===== config.mk =====
export PLATFORM = sky130hd
export DESIGN_NAME = design_39
export DESIGN_NICKNAME = d
export VERILOG_FILES = /design/src/rtl/design_39_pkg.sv /design/src/rtl/design_39_cla.sv /design/src/rtl/design_39.sv
export SDC_FILE = /design/constraint.sdc
export NUM_CORES = 1
export LEC_CHECK = 0
export CAP_MARGIN = 10
export CORE_UTILIZATION = 30
export DETAILED_ROUTE_END_ITERATION = 12
export HOLD_SLACK_MARGIN = 0.12
export PLACE_DENSITY = 0.73
export SETUP_SLACK_MARGIN = 0.1
export SLEW_MARGIN = 10
export SYNTH_ARGS = -nofsm -noshare
export SYNTH_HDL_FRONTEND = slang
export SYNTH_HIERARCHICAL = 1
export SYNTH_SLANG_ARGS = --single-unit

===== constraint.sdc =====
create_clock -name clk -period 0.8 [get_ports clk]
set_input_delay 0.08 -clock clk [delete_from_list [all_inputs] [get_ports clk]]
set_output_delay 0.08 -clock clk [all_outputs]
set_load 0.01 [all_outputs]

===== src/rtl/design_39_pkg.sv =====
// rtl/design_39_pkg.sv - shared widths and lookahead grouping for the registered adder
package design_39_pkg;
  localparam int DEFAULT_W = 20;
  localparam int CLA_GROUP = 4;

  function automatic int num_groups(input int w);
    return (w + CLA_GROUP - 1) / CLA_GROUP;
  endfunction
endpackage


===== src/rtl/design_39_cla.sv =====
// rtl/design_39_cla.sv - combinational block carry-lookahead adder, 4-bit groups
module design_39_cla
  import design_39_pkg::*;
#(
  parameter int W = DEFAULT_W
) (
  input  logic [W-1:0] a,
  input  logic [W-1:0] b,
  output logic [W-1:0] sum,
  output logic         cout
);
  localparam int NG = num_groups(W);
  localparam int PW = NG * CLA_GROUP;

  logic [PW-1:0] a_p;
  logic [PW-1:0] b_p;
  logic [PW-1:0] g;
  logic [PW-1:0] p;

  // Zero padding on the last partial group keeps its generate/propagate neutral.
  always_comb begin
    a_p = '0;
    b_p = '0;
    a_p[W-1:0] = a;
    b_p[W-1:0] = b;
  end

  assign g = a_p & b_p;
  assign p = a_p ^ b_p;

  always_comb begin
    logic [CLA_GROUP:0] cc;
    logic gg;
    logic gp;
    logic gcarry;
    int base;
    sum    = '0;
    cout   = 1'b0;
    cc     = '0;
    gg     = 1'b0;
    gp     = 1'b0;
    gcarry = 1'b0;
    base   = 0;
    for (int k = 0; k < NG; k++) begin
      base  = k * CLA_GROUP;
      gp    = p[base+3] & p[base+2] & p[base+1] & p[base];
      gg    = g[base+3]
            | (p[base+3] & g[base+2])
            | (p[base+3] & p[base+2] & g[base+1])
            | (p[base+3] & p[base+2] & p[base+1] & g[base]);
      cc[0] = gcarry;
      cc[1] = g[base] | (p[base] & gcarry);
      cc[2] = g[base+1] | (p[base+1] & g[base]) | (p[base+1] & p[base] & gcarry);
      cc[3] = g[base+2] | (p[base+2] & g[base+1]) | (p[base+2] & p[base+1] & g[base])
            | (p[base+2] & p[base+1] & p[base] & gcarry);
      // Group carry skips the ripple through the four bit positions.
      cc[4] = gg | (gp & gcarry);
      for (int j = 0; j < CLA_GROUP; j++) begin
        if (base + j < W) sum[base+j] = p[base+j] ^ cc[j];
        if (base + j + 1 == W) cout = cc[j+1];
      end
      gcarry = cc[4];
    end
  end
endmodule


===== src/rtl/design_39.sv =====
// rtl/design_39.sv - single-operation registered adder with start/valid handshake
module design_39
  import design_39_pkg::*;
#(
  parameter int W = DEFAULT_W
) (
  input  logic         clk,
  input  logic         rst_n,
  input  logic         start,
  input  logic [W-1:0] a,
  input  logic [W-1:0] b,
  output logic [W-1:0] y,
  output logic         valid
);
  logic [W-1:0] sum;
  logic         cla_cout_unused;

  design_39_cla #(.W(W)) u_cla (
    .a    (a),
    .b    (b),
    .sum  (sum),
    .cout (cla_cout_unused)
  );

  // y holds its last result between starts; only reset clears it.
  always_ff @(posedge clk or negedge rst_n) begin
    if (!rst_n) begin
      y     <= '0;
      valid <= 1'b0;
    end else begin
      valid <= start;
      if (start) y <= sum;
    end
  end
endmodule


==> flow_summary.ini <==
[sta]
fmax_ghz = 0.503
fin_hold_ws_ns = 0.154
maxSlewViolCount = 0
tightest_slew_ns = 0.257
rsz0062_at_grt = yes
fin_ws_ns = -1.19
fin_crit_ns = 1.99
fin_crit_sh_pct = 249
worst_slew_margin_rel_pct = 82.9
hold_violations = 0
skew_ns = 0
setup_violations = 40

[pwr]
power_density_nw_per_um2 = 1530
p_sw_mw = 1.45
clock_power_share_pct = 14.9
swShare_pct = 30.8
seqPwrFrac_pct = 31.3
vdd_drop_max_mv = 0.753
p_leak_nw = 1.49
total_power_mw = 4.71
p_int_mw = 3.26
pwr-share-comb_pct = 53.8

[setup_path]
worstPathRequired_ns = 0.95
crit_arrival_ns = 2.14
cpPeakStageDelay_ns = 0.35
crit_chain = buf_8 -> ha_4 -> a21o_1 -> a221o_1 -> a31oi_4 -> o21ai_2 -> nand3_1 -> nand2_2 -> fa_2 -> xor2_1 -> mux2_4
crit_family = compound AO/OA/AOI/OAI gates
cp_slowest_cell = fa_2
endpoint_kind = flip-flop
r2r_slack_ns = -0.09
worstPathBufferInverterCount = 1
setup.worst_path.class = in -> reg
path_max_fanout = 4
start_kind = input pin

[finish]
final_cell_area_um2 = 3080
syn2layout_area_growth_pct = 88.0
fin_util_pct = 59.6
fin_nets = 330
num_antenna_cells = 0
layout-drive-gt1-share_pct = 62.5
fin_cells = 331

[route]
first_pass_iters = 4
first_iter_violations = 26
vias = 1505
routed_wl_um = 4520
routedWlPerCell_um = 13.7
drc = 0
detail-route-antenna-nets = 0
vias_per_cell = 4.55

[die]
die_x_um = 75.9
row_count = 26
initial_core_util_pct = 31.7
core-area_um2 = 5170
die_h_um = 75.9
die_area_um2 = 5760
io_pins = 64

[clock_network]
postCtsHoldBufs = 0
cts_max_level = 1
cts_buffers = 3
cts.sinks = 21
cts_tree = yes
clk_pin_slew_ns = 0.08
clk-insertion-delay-late_ns = 0.26
cts-root-buf = clkbuf_8
cts_buffer_depth = 2

[placement]
dp.cells = 314
place.gp.congestion = 0.832
portBuffers = 63
place_area_um2 = 2840
dp_hpwl_um = 3170

[job]
drv_cap = 0

[outcome]
violations = setup timing
status = finished, violations left

[global_routing]
grt_max_degree = 22
grt_pass1_wl_um = 7570
antenna_found_initial = 0
overflow = 0
grt.total_usage_pct = 16.3
grt_pass1_vias = 1666

[synth]
synth.avg_cell_area_um2 = 12.3
syn_nets = 201
syn_area_um2 = 1640
synthCells = 133
yosys_warnings = 6

[min_path]
holdCritPathClass = in -> reg
-- state kept, by name, summed over array words and instances, names as in the netlist --
register / flops
y: 20
valid: 1
-- metal layers --
| layer | GRT usage, % | up-vias | part of all wire [%] |
|---|---|---|---|
| met5 | 0 | - | 0 |
| li1 | - | 737 | - |
| met4 | 4.42 | 0 | 0.31 |
| met2 | 29.3 | 45 | 51 |
| met1 | 19.7 | 721 | 43 |
| met3 | 3.37 | 2 | 5.3 |
-- power groups by stage --
stage	clock [mW]	sequential, mW	combinational, mW
2_1_floorplan	0	1.60	0.981
5_1_grt	0.783	1.51	2.73
6_report	0.701	1.48	2.53
4_1_cts	0.739	1.47	2.36
3_3_place_gp	0	1.49	2.42
3_5_place_dp	0	1.49	2.46
-- cell type report --
| type | instances | area (um2) |
|---|---|---|
| Fill cell | 433 | 2090 |
| Multi-Input combinational cell | 102 | 1320 |
| Timing Repair Buffer | 126 | 1070 |
| Sequential cell | 21 | 526 |
| Tap cell | 70 | 87.6 |
| Clock buffer | 4 | 45.0 |
| Inverter | 8 | 30.0 |
-- placed cells by master, fill, tap and decap left out, drive strengths merged, types with 2 or more instances in the layout --
| cell type | count |
|---|---|
| fa | 5 |
| clkdlybuf4s50 | 12 |
| clkbuf | 4 |
| dfrtp | 21 |
| clkdlybuf4s15 | 6 |
| a21o | 7 |
| ha | 20 |
| inv | 8 |
| o21ai | 6 |
| mux2 | 20 |
| a31oi | 2 |
| buf | 99 |
| dlygate4sd2 | 8 |
| xnor2 | 6 |
| nand2 | 6 |
| a21oi | 12 |
| nand3 | 3 |
| xor2 | 8 |
-- worst min-delay path, cell delays in order --
cell and delay, ns:
buf_6 0.07, ha_4 0.11, mux2_4 0.12
-- final timing paths --
check,end,cells past startpoint,start
hold / removal,y[0]$_DFFE_PN0P_,3,b[0]
min in group asynchronous,y[15]$_DFFE_PN0P_,2,rst_n
setup / recovery,y[17]$_DFFE_PN0P_,11,b[6]
setup reg to reg,y[8]$_DFFE_PN0P_,2,y[8]$_DFFE_PN0P_
hold reg to reg,y[0]$_DFFE_PN0P_,1,y[0]$_DFFE_PN0P_
max in group asynchronous,y[3]$_DFFE_PN0P_,2,rst_n
-- metrics by stage --
stage               setup slack, ns  TNS, ns
global placement              -1.82   -31.54
detailed placement            -1.86   -32.01
global route                  -1.27   -18.69
CTS                           -1.22   -17.01
floorplan                     -1.32   -16.31
finish                        -1.19   -17.16
-- what timing repair did --
| action | 4_1_cts | 5_1_grt |
|---|---|---|
| endpoints found under the setup margin | 41 | 41 |
| pin swaps | 44 | 20 |
| gates cloned | 1 | 0 |
| buffers inserted | 11 | 6 |
| gates resized for setup | 192 | 25 |
Note: power is estimated with default switching activity, not from simulation.
